<file path="config.mk">
export PLATFORM = sky130hd
export DESIGN_NAME = mem_arbiter_flat
export DESIGN_NICKNAME = d
export VERILOG_FILES = /design/src/rtl/chip8_mem_pkg.sv /design/src/rtl/mem_arbiter_if.sv /design/src/rtl/mem_arbiter_rr_pick.sv /design/src/rtl/mem_arbiter.sv /design/src/flat_wrapper.sv
export SDC_FILE = /design/constraint.sdc
export NUM_CORES = 1
export LEC_CHECK = 0
export ABC_CLOCK_PERIOD_IN_PS = 2590
export BUFFER_PORTS_ARGS = -buffer_cell sky130_fd_sc_hd__buf_2
export CORE_UTILIZATION = 45
export DETAILED_ROUTE_END_ITERATION = 8
export PLACE_DENSITY = 0.82
export SLEW_MARGIN = 15
export SYNTH_ARGS = -nofsm -noshare
export SYNTH_HDL_FRONTEND = slang
export SYNTH_SLANG_ARGS = --single-unit
</file>
<file path="constraint.sdc">
create_clock -name clk -period 2.59 [get_ports clk]
set_clock_uncertainty 0.15 [all_clocks]
set_input_delay 0.3885 -clock clk [delete_from_list [all_inputs] [get_ports clk]]
set_output_delay 0.3885 -clock clk [all_outputs]
set_load 0.1 [all_outputs]
</file>
<file path="src/rtl/chip8_mem_pkg.sv">
// Shared constants and types for the CHIP-8 system RAM arbiter.
package chip8_mem_pkg;

    localparam int unsigned ADDR_W = 12;
    localparam int unsigned DATA_W = 8;
    localparam int unsigned NPORTS = 3;
    localparam int unsigned PORT_W = 2;

    typedef logic [PORT_W-1:0] port_t;

    localparam port_t PORT_CPU  = 2'd0;
    localparam port_t PORT_BLIT = 2'd1;
    localparam port_t PORT_LOAD = 2'd2;

    typedef enum logic {
        IDLE  = 1'b0,
        OWNED = 1'b1
    } arb_state_e;

    // One read-tracking pipeline slot
    typedef struct packed {
        logic  valid;
        port_t port;
    } rd_tag_t;

    function automatic logic [NPORTS-1:0] port_onehot(port_t p);
        return NPORTS'(1) << p;
    endfunction

endpackage

</file>
<file path="src/rtl/mem_arbiter_if.sv">
// Requester-side bus of the RAM arbiter: flattened per-port request payloads and responses.
interface mem_arbiter_if;
    import chip8_mem_pkg::*;

    logic [NPORTS-1:0]        req;
    logic [NPORTS-1:0]        lock;
    logic [NPORTS-1:0]        we;
    logic [NPORTS*ADDR_W-1:0] addr;
    logic [NPORTS*DATA_W-1:0] wdata;
    logic [NPORTS-1:0]        gnt;
    logic [NPORTS-1:0]        rvalid;
    logic [DATA_W-1:0]        rdata;

    modport master (
        output req, lock, we, addr, wdata,
        input  gnt, rvalid, rdata
    );

    modport slave (
        input  req, lock, we, addr, wdata,
        output gnt, rvalid, rdata
    );

endinterface

</file>
<file path="src/rtl/mem_arbiter_rr_pick.sv">
// Combinational round-robin picker: first requester after last, wrapping modulo NPORTS.
module rr_pick
    import chip8_mem_pkg::*;
(
    input  logic [NPORTS-1:0] req_i,
    input  port_t             last_i,
    output logic [NPORTS-1:0] pick_o,
    output port_t             idx_o,
    output logic              any_o
);

    int unsigned cand;
    port_t       cand_p;

    always_comb begin
        pick_o = '0;
        idx_o  = '0;
        any_o  = 1'b0;
        cand   = 0;
        cand_p = '0;
        for (int unsigned k = 1; k <= NPORTS; k++) begin
            cand   = (32'(last_i) + k) % NPORTS;
            cand_p = PORT_W'(cand);
            if (!any_o && req_i[cand_p]) begin
                any_o  = 1'b1;
                idx_o  = cand_p;
                pick_o = port_onehot(cand_p);
            end
        end
    end

endmodule

</file>
<file path="src/rtl/mem_arbiter.sv">
// Single-port RAM arbiter for CPU, blitter and loader: round-robin grants, lockable bursts,
// registered RAM controls and a two-stage read tracker that returns rvalid two cycles after gnt.
module mem_arbiter
    import chip8_mem_pkg::*;
(
    input  logic              clk,
    input  logic              rst_n,
    mem_arbiter_if.slave      bus,
    output logic              ram_en,
    output logic              ram_wr,
    output logic [ADDR_W-1:0] ram_addr,
    output logic [DATA_W-1:0] ram_in,
    input  logic [DATA_W-1:0] ram_out
);

    arb_state_e state_q, state_d;
    port_t      owner_q, owner_d;
    port_t      last_q,  last_d;

    logic [NPORTS-1:0] req_m;
    logic [NPORTS-1:0] pick;
    port_t             pick_idx;
    logic              pick_any;

    logic [ADDR_W-1:0] addr_a  [NPORTS];
    logic [DATA_W-1:0] wdata_a [NPORTS];

    logic              ram_en_q, ram_wr_q;
    logic [ADDR_W-1:0] ram_addr_q;
    logic [DATA_W-1:0] ram_in_q;
    rd_tag_t           tag_q;
    logic [NPORTS-1:0] rvalid_q;

    for (genvar p = 0; p < NPORTS; p++) begin : g_unpack
        assign addr_a[p]  = bus.addr[p*ADDR_W +: ADDR_W];
        assign wdata_a[p] = bus.wdata[p*DATA_W +: DATA_W];
    end

    // While a burst is owned, only the owner is visible to the picker
    assign req_m = (state_q == OWNED) ? (bus.req & port_onehot(owner_q)) : bus.req;

    rr_pick u_pick (
        .req_i  (req_m),
        .last_i (last_q),
        .pick_o (pick),
        .idx_o  (pick_idx),
        .any_o  (pick_any)
    );

    assign bus.gnt    = pick;
    assign bus.rvalid = rvalid_q;
    assign bus.rdata  = ram_out;

    assign ram_en   = ram_en_q;
    assign ram_wr   = ram_wr_q;
    assign ram_addr = ram_addr_q;
    assign ram_in   = ram_in_q;

    always_ff @(posedge clk or negedge rst_n) begin
        if (!rst_n) begin
            state_q <= IDLE;
            owner_q <= PORT_CPU;
            last_q  <= PORT_LOAD;
        end else begin
            state_q <= state_d;
            owner_q <= owner_d;
            last_q  <= last_d;
        end
    end

    always_comb begin
        state_d = state_q;
        owner_d = owner_q;
        last_d  = last_q;
        case (state_q)
            IDLE: begin
                if (pick_any) begin
                    last_d = pick_idx;
                    if (bus.lock[pick_idx]) begin
                        state_d = OWNED;
                        owner_d = pick_idx;
                    end
                end
            end
            OWNED: begin
                // Owner dropping req releases the lock without a grant
                if (pick_any) begin
                    last_d = pick_idx;
                    if (!bus.lock[pick_idx]) state_d = IDLE;
                end else begin
                    state_d = IDLE;
                end
            end
            default: state_d = IDLE;
        endcase
    end

    always_ff @(posedge clk or negedge rst_n) begin
        if (!rst_n) begin
            ram_en_q   <= 1'b0;
            ram_wr_q   <= 1'b0;
            ram_addr_q <= '0;
            ram_in_q   <= '0;
            tag_q      <= '0;
            rvalid_q   <= '0;
        end else begin
            ram_en_q <= pick_any;
            ram_wr_q <= pick_any & bus.we[pick_idx];
            if (pick_any) begin
                ram_addr_q <= addr_a[pick_idx];
                ram_in_q   <= wdata_a[pick_idx];
            end
            tag_q    <= '{valid: pick_any & ~bus.we[pick_idx], port: pick_idx};
            rvalid_q <= tag_q.valid ? port_onehot(tag_q.port) : '0;
        end
    end

endmodule

</file>
<file path="src/flat_wrapper.sv">
// flat-port wrapper written by rule: the top's interface ports become plain ports
module mem_arbiter_flat import chip8_mem_pkg::*;
  (clk, rst_n, ram_en, ram_wr, ram_addr, ram_in, ram_out, bus_req, bus_lock, bus_we, bus_addr, bus_wdata, bus_gnt, bus_rvalid, bus_rdata);
  mem_arbiter_if bus_i ();
  input  logic clk;
  input  logic rst_n;
  output logic ram_en;
  output logic ram_wr;
  output logic [ADDR_W-1:0] ram_addr;
  output logic [DATA_W-1:0] ram_in;
  input  logic [DATA_W-1:0] ram_out;
  input wire logic [$bits(bus_i.req)-1:0] bus_req;
  input wire logic [$bits(bus_i.lock)-1:0] bus_lock;
  input wire logic [$bits(bus_i.we)-1:0] bus_we;
  input wire logic [$bits(bus_i.addr)-1:0] bus_addr;
  input wire logic [$bits(bus_i.wdata)-1:0] bus_wdata;
  output wire logic [$bits(bus_i.gnt)-1:0] bus_gnt;
  output wire logic [$bits(bus_i.rvalid)-1:0] bus_rvalid;
  output wire logic [$bits(bus_i.rdata)-1:0] bus_rdata;
  assign bus_i.req = bus_req;
  assign bus_i.lock = bus_lock;
  assign bus_i.we = bus_we;
  assign bus_i.addr = bus_addr;
  assign bus_i.wdata = bus_wdata;
  assign bus_gnt = bus_i.gnt;
  assign bus_rvalid = bus_i.rvalid;
  assign bus_rdata = bus_i.rdata;
  mem_arbiter u_core (.clk(clk), .rst_n(rst_n), .bus(bus_i), .ram_en(ram_en), .ram_wr(ram_wr), .ram_addr(ram_addr), .ram_in(ram_in), .ram_out(ram_out));
endmodule
</file>
# Word-level counts from Yosys, hierarchy flattened
# Index checks and enable logic that the tools add are counted.
[word_totals] ff_bits=33 latch_bits=0 mem_bits_rw=0 rom_bits=0 in_bits=79 out_inout_bits=36 wordCells=67 n_memories=0
[op_classes] add_sub_neg=3 multipliers=0 div=3 order_cmp=5 eq_ne=0 shift=5 mux=30 bitwise_logic=6 reduce_logical=5
[op_table] op="$mod A32 B2 Y32 const B" n=3
[op_table] op="$bmux W12 S2" n=1
[op_table] op="$mux W12" n=2
[op_table] op="$bmux W8 S2" n=1
[op_table] op="$mux W8" n=2
[op_table] op="$mux W3" n=5
[op_table] op="$shl A1 B2 Y3 const A" n=5
[op_table] op="$lt A2 B3 Y1 const B" n=4
[op_table] op="$bmux W1 S2" n=5
[op_table] op="$mux W1" n=10
[op_table] op="$mux W2" n=4
[op_table] op="$add A2 B2 Y3 const B" n=2
[op_table] op="$add A2 B1 Y3 const B" n=1
[op_table] op="$and A3 B3 Y3" n=1
[op_table] op="$ge A3 B3 Y1 const B" n=1
[op_table] op="$not A2 Y3" n=1
[op_table] op="$reduce_and A3 Y1" n=1
[op_table] op="$and A1 B1 Y1" n=2
[op_table] op="$logic_and A1 B1 Y1" n=2
[op_table] op="$logic_not A1 Y1" n=2
[op_table] op="$not A1 Y1" n=2

# Logic depth before layout (Yosys ltp)
# Gate-level depths: netlist (run 1).
[depth] ltp_word=16 ltp_mapped=10 depth_no_buf=9

# Cells and area by module
# From an unflattened synthesis (run 1), not the netlist that was laid out.
[unflattened] hier_cells=221 hier_area_um2=2077.0
[by_module_without_submodules] module="mem_arbiter" instances=1 cells_per_inst=180 area_each_um2=1762.9 seq_area_each_um2=827.0
[by_module_without_submodules] module="rr_pick" instances=1 cells_per_inst=41 area_each_um2=314.1 seq_area_each_um2=0.0

# Worst setup path after synthesis (run 1)
# Ideal clock, no wire load.
[synth_timing] kind="flip-flop to output port" startpoint="reg u_core.last_q[0]" endpoint="out bus_gnt[0]" arrival_ps=3637 required_time_ps=2052 setup_slack_ps=-1585 stages_incl_launch_ff=9 path_buffers=1 path_cell_list="dfrtp_1 > inv_1 > ha_1 > clkbuf_1 > nor2b_1 > nand3_1 > a21oi_1 > a311oi_1 > o21ai_0"
[synth_via] elab_chain_cells=11
[synth_rtl] element="start, declared" line_no="mem_arbiter.sv:18" rtl="port_t last_q, last_d;"
[synth_rtl] element="start signal, assigned" line_no="mem_arbiter.sv:67" rtl="last_q <= last_d;"
[synth_rtl] element="$add A2 B1 Y3" line_no="mem_arbiter_rr_pick.sv:22" rtl="cand = (32'(last_i) + k) % NPORTS;"
[synth_rtl] element="$mod A32 B2 Y32" line_no="mem_arbiter_rr_pick.sv:22"
[synth_rtl] element="$bmux W1 S2" line_no="mem_arbiter_rr_pick.sv:24" rtl="if (!any_o && req_i[cand_p]) begin"
[synth_rtl] element="$mux W1 (implied by the code)" line_no="mem_arbiter_rr_pick.sv:24"
[synth_rtl] element="$mux W1" line_no="mem_arbiter_rr_pick.sv:24"
[synth_rtl] element="$logic_not A1 Y1" line_no="mem_arbiter_rr_pick.sv:24"
[synth_rtl] element="$logic_and A1 B1 Y1" line_no="mem_arbiter_rr_pick.sv:24"
[synth_rtl] element="$mux W1" line_no="mem_arbiter_rr_pick.sv:24"
[synth_rtl] element="$logic_not A1 Y1" line_no="mem_arbiter_rr_pick.sv:24"
[synth_rtl] element="$logic_and A1 B1 Y1" line_no="mem_arbiter_rr_pick.sv:24"
[synth_rtl] element="$mux W3 (*)" line_no="mem_arbiter_rr_pick.sv:24"
[synth_rtl] element="end, declared" line_no="flat_wrapper.sv:17" rtl="output wire logic [$bits(bus_i.gnt)-1:0] bus_gnt;"
# Mark *: on every way between the ends. The rest lies on a longest branch, timed or not. The select of a mux whose other input is x is not followed.

# Final worst setup path (run 1)
[layout_timing] startpoint="reg u_core.last_q[1]" endpoint="out bus_gnt[1]"
# Same word-level chain as after synthesis.

==> run metrics, run 1 <==
CTS H-tree lvls 2; startpoint types flop; starting density of the core 47.4%; register bit total from synthesis 33; r2r setup slk 0.14 ns; first-pass GRT wire length 9000 µm; Synth Instances 234; Final HPWL DP 3850 µm; Worst R2R End u_core.owner_q[0]; asr flop ratio synth 100%; initial antenna violation count 0; RSZ-0062 raised after global routing true; sequential cell area 831 µm²; CP Data Arrival Time 2.11 ns; grt total ovfl 0; DR WL met3 380 µm; crit end category primary output; CTS buffer count 5; WP data required 2.05 ns; Die ar. 4930 µm²; fillers 326; PnR worst setup slack -0.0584 ns; post-placement setup slack 0.0538 ns; Worst Tran Pin Value 0.717 ns; GPL Wtd Cong 0.898; I/O pins 115; met1 wire length 2200 µm; Max Used Layer met4; chip height 70.2 µm; root buf cell clkbuf_8; Max Cap Viol 0; Clock Latency Late Sink 0.27 ns; number of flops mapped to enable cells by yosys 0; Worst Path Max Fanout 8; setup_tns -0.0802 ns; Critical R2R Launch u_core.last_q[1]; area grow syn2layout 40.2%; endpoints failing hold 0; largest net degree at the start of global routing 37; DRT antenna net count 0; Vias/cell 5.54; R2R cell count 8; status finished, violations left; Remaining DRCs 0; port bufs 98; wire per inst 14.5 µm; Syn Area/Cell 8.95 µm²; Synth cell types 48; metal2 WL 2890 µm; clock-pin transition on the worst setup and hold timing paths 0.07 ns; layout net count 416; Detailed Route WL 5580 µm; fin util 66.5%; Slew HR 52.2%; vias in the first global route 2016; final worst path period share 102%; Clock Sinks 33; Ys Warns 0; DRT iter0 DRCs 101; register area share after synthesis 39.5%; first drt pass iteration count 4; maximum operating frequency 0.378 GHz; # setup viols final 2; die width 70.2 µm; clock period minus worst slack 2.65 ns; syn_nets 317; Area after DPL 2670 µm²; failing checks setup timing; Max Slew Vio Count 0; total track usage 22.9%; n_diodes 0; area of the multi-input gates 1170 µm²; Core Region 4410 µm²; Worst Setup Path Type reg -> out; row count 24; total vias in the final route 2137; CTS tree yes; share of cells above drive strength 1 44.6%; post-layout instance area 2940 µm²; clk buf depth 2; Mapped Area 2090 µm²; Min-Delay Path Class in -> async; Synth Flop Type dfrtp_1; hold buffer count at cts 0
[synth_stat cells, types with 4 or more instances]
library cell,number,area share (%)
a21oi_1,12,2.9
a22oi_1,11,3.9
buf_2,8,1.9
buf_4,12,4.3
dfrtp_1,32,38
ha_1,4,2.4
inv_1,16,2.9
mux2i_1,14,6.7
nand2_1,18,3.2
nor2_1,14,2.5
o211ai_1,4,1.4
o21ai_0,8,1.9
o21ai_1,21,5.0
o31ai_1,11,3.9
[routing by layer]
metal  up-vias  GRT usage, %
li1       1038             -
met1       996          28.0
met2        89          39.0
met3        14          5.92
met4         0          7.78
met5         -             0
[flip-flops by register name, summed over array words and instances (netlist names)]
signal,cells
u_core.ram_wr,1
u_core.ram_in,8
u_core.ram_en,1
u_core.tag_q,3
u_core.state_q,1
u_core.last_q,2
u_core.owner_q,2
u_core.bus.rvalid,3
u_core.ram_addr,12
[cell usage in the layout (no fill, tap or decap), types with 2 or more instances in the layout]
master,synthesis,final
a211oi_1,2,2
a21o_1,2,2
a21oi_1,12,10
a22oi_1,11,11
a31oi_1,2,2
and3b_1,2,2
buf_12,0,5
buf_2,8,95
buf_4,12,14
clkbuf_8,0,6
dfrtp_1,32,29
dfrtp_2,0,3
ha_1,4,2
ha_4,0,2
inv_1,16,15
inv_2,1,2
mux2i_1,14,13
nand2_1,18,18
nand2b_4,0,2
nand3_1,3,3
nand3b_1,2,2
nor2_1,14,14
nor3_1,2,2
nor3b_1,2,2
o211ai_1,4,4
o21ai_0,8,3
o21ai_1,21,24
o21ai_2,0,3
o31ai_1,11,10
[cell families after synthesis]
family	count (synthesis)	synth area share, %
AO/OA/AOI/OAI	86	27.0
multiplexers	14	6.69
buffers and inverters	41	9.98
AND/OR/NAND/NOR	56	14.4
adder cells (fa/ha/maj)	4	2.39
flip-flops	33	39.5
[metrics by stage]
stage / hold slack, ns / instances
floorplan: -0.0571 / 234
global route: 0.0670 / 386
detailed placement: 0.290 / 369
global placement: 0.276 / 369
finish: 0.00990 / 386
CTS: 0.0321 / 380
[critical path, cell delays in order, from the launching register on]
cell,delay (ns)
dfstp_2,0.58
inv_2,0.06
ha_4,0.18
buf_4,0.17
mux2i_1,0.19
o31ai_2,0.10
a221o_2,0.38
buf_12,0.17
[worst max path at each step]
stage | cells past startpoint | endpoint | from | slack, ns
global route | 6 | bus_gnt[1] | u_core.owner_q[0] | -0.14
detailed placement | 7 | u_core.ram_addr[7] | u_core.last_q[0] | 0.05
floorplan | 8 | bus_gnt[0] | u_core.last_q[0] | -0.30
global placement | 7 | bus_gnt[1] | u_core.last_q[1] | 0.12
CTS | 6 | bus_gnt[1] | u_core.owner_q[1] | -0.03
finish | 7 | bus_gnt[1] | u_core.last_q[1] | -0.06
[what timing repair did]
item,4_1_cts,5_1_grt
pin swaps,3,7
buffers inserted,3,5
resized for setup,9,15
setup endpoints to repair,3,4
cloned,0,1
[final cells by class]
class                           instances  share of cell area [%]
Multi-Input combinational cell        161                    40.0
Sequential cell                        33                    28.3
Timing Repair Buffer                  115                    23.4
Clock buffer                            7                    2.94
Tap cell                               52                    2.22
Inverter                               17                    2.17
Clock inverter                          1                    1.02
Power of run 1 is left out: the tool's default activity adds up to more than one toggle a clock period on the data nets, which glitch-free logic cannot reach.
==> run 2, diff against run 1 <==
--- a/config.mk
+++ b/config.mk
@@ -5,11 +5,12 @@
 export SDC_FILE = /design/constraint.sdc
 export NUM_CORES = 1
 export LEC_CHECK = 0
-export ABC_CLOCK_PERIOD_IN_PS = 2590
+export ABC_CLOCK_PERIOD_IN_PS = 3000
 export BUFFER_PORTS_ARGS = -buffer_cell sky130_fd_sc_hd__buf_2
 export CORE_UTILIZATION = 45
 export DETAILED_ROUTE_END_ITERATION = 8
 export PLACE_DENSITY = 0.82
+export REMOVE_ABC_BUFFERS = 1
 export SLEW_MARGIN = 15
 export SYNTH_ARGS = -nofsm -noshare
 export SYNTH_HDL_FRONTEND = slang
==> constraint.sdc (replaced) <==
create_clock -name clk -period 3 [get_ports clk]
set_clock_uncertainty 0.15 [all_clocks]
set_input_delay 0.45 -clock clk [delete_from_list [all_inputs] [get_ports clk]]
set_output_delay 0.45 -clock clk [all_outputs]
set_load 0.1 [all_outputs]
==> run metrics, run 2 (synthesis gave the netlist of run 1 again) <==
Max Cap Viol 0 (unchanged); layout net count 404 (-2.9%); wire per inst 13.4 µm (-6.9%); first-pass GRT wire length 8420 µm (-6.4%); DRT iter0 DRCs 111 (+9.9%); clk buf depth 2 (unchanged); largest net degree at the start of global routing 37 (unchanged); Die ar. 4930 µm² (unchanged); CTS resizes 0 (-9); Clock Sinks 33 (unchanged); max reg flops 12 (unchanged); crit end category primary output; share of cells above drive strength 1 37.9% (-6.7 points); starting density of the core 47.4% (unchanged); Detailed Route WL 5030 µm (-9.8%); root buf cell clkbuf_8; clock-pin transition on the worst setup and hold timing paths 0.07 ns (about the same); CTS buffer count 5 (unchanged); Min Hold Slack 0.0749 ns (+0.0650 ns); most frequent cells in the layout buf_2 (95), dfrtp_1 (32), o21ai_1 (22); clock period minus worst slack 2.84 ns; final worst path period share 94.8%; Worst Setup Path Type reg -> out; WP data required 2.40 ns (+0.35 ns); n_diodes 0 (unchanged); status finished clean; post-layout instance area 2740 µm² (-6.6%); Vias/cell 5.66 (+2.3%); Clock Latency Late Sink 0.28 ns (about the same); # setup viols final 0 (-2); Slowest cell on crit path dfrtp_1; Max Slew Vio Count 0 (unchanged); fin util 62.1% (-4.4 points); I/O pins 115 (unchanged); die width 70.2 µm (unchanged); Min-Delay Path Class in -> async; final cell count without fillers 374 (-3.1%); hold buffer count at cts 0 (unchanged); area grow syn2layout 31.0%; Worst path max stage delay 0.48 ns (-0.10 ns); total vias in the final route 2118 (-0.89%); Slew HR 51.5% (-0.65 points); most common cell after layout, fill and taps aside buf_2; sequential cell area 827 µm² (-0.45%); startpoint types flop; Post-CTS Setup Inserts 0 (-3); CTS tree yes; GPL Wtd Cong 0.866 (-3.5%); Final HPWL DP 3670 µm (-4.7%); vias in the first global route 1867 (-7.4%); first drt pass iteration count 5 (+1); initial antenna violation count 0 (unchanged); Remaining DRCs 0 (unchanged); DRT antenna net count 0 (unchanged); RSZ-0062 raised after global routing false; grt total ovfl 0 (unchanged); Worst Tran Pin Value 0.727 ns (+0.00977 ns); fillers 380 (+17%); Core Region 4410 µm² (unchanged); area of the multi-input gates 1080 µm² (-7.6%); Worst Path Max Fanout 9 (+1); maximum operating frequency 0.352 GHz; chip height 70.2 µm (unchanged); Cell Chain, Critical Path nand2b_1 -> a21oi_1 -> o21ai_0 -> o31ai_2 -> nand2_1 -> o21ai_1 -> buf_12; endpoints failing hold 0 (unchanged); port bufs 98 (unchanged); CP Data Arrival Time 2.24 ns (+0.13 ns); CTS H-tree lvls 2 (unchanged); row count 24 (unchanged); Cells after DPL 366 (-0.81%); total track usage 21.4% (-1.5 points); Area after DPL 2610 µm² (-2.2%)
[run 2: changes by cell type in the layout (fill, tap and decap cells not counted), sizes merged]
cell      previous run  this run
buf                114       104
o21ai               31        30
clkinvlp             0         1
clkbuf               8         6
[run 2: path summary, 6_finish.rpt]
path,startpoint,to,slack (ns),cells after the start
setup / recovery,u_core.owner_q[1],bus_gnt[0],0.16,7
hold / removal,rst_n,u_core.ram_in[0],0.07,1
setup reg to reg,u_core.last_q[0],u_core.ram_addr[0],0.45,7
hold reg to reg,u_core.tag_q[0],u_core.bus.rvalid[0],0.29,1
max in group asynchronous,rst_n,u_core.bus.rvalid[1],2.16,1
min in group clk,bus_addr[35],u_core.ram_addr[11],0.26,3
[run 2: stage by stage]
step                      TNS (ns)  setup WS, ns
after floorplan              -5.10         -1.11
after global placement           0         0.382
after detailed placement         0         0.322
after CTS                        0        0.0196
after global routing             0        0.0155
final                            0         0.157
[run 2: final cells by class]
type / instances / share of cell area (%)
timing repair buffer: 104 / 21.2
multi-input combinational: 160 / 39.6
sequential: 33 / 30.2
tap: 52 / 2.37
inverter: 17 / 2.33
clock inverter: 2 / 1.37
clock buffer: 6 / 3.01
[run 2: layer usage]
layer | part of all wire (%) | GRT usage (%)
met5 | 0 | 0
met4 | 1.1 | 6.00
met3 | 7.5 | 6.20
met2 | 51 | 35.7
met1 | 41 | 26.9
[run 2: worst max-delay path, delay by kind of cell, from the launching register on]
kind | cells | cell delay [ns]
AO/OA/AOI/OAI | 4 | 0.95
flip-flops | 1 | 0.48
AND/OR/NAND/NOR | 2 | 0.33
buffers and inverters | 1 | 0.21
Power of run 2 is left out for the same reason.
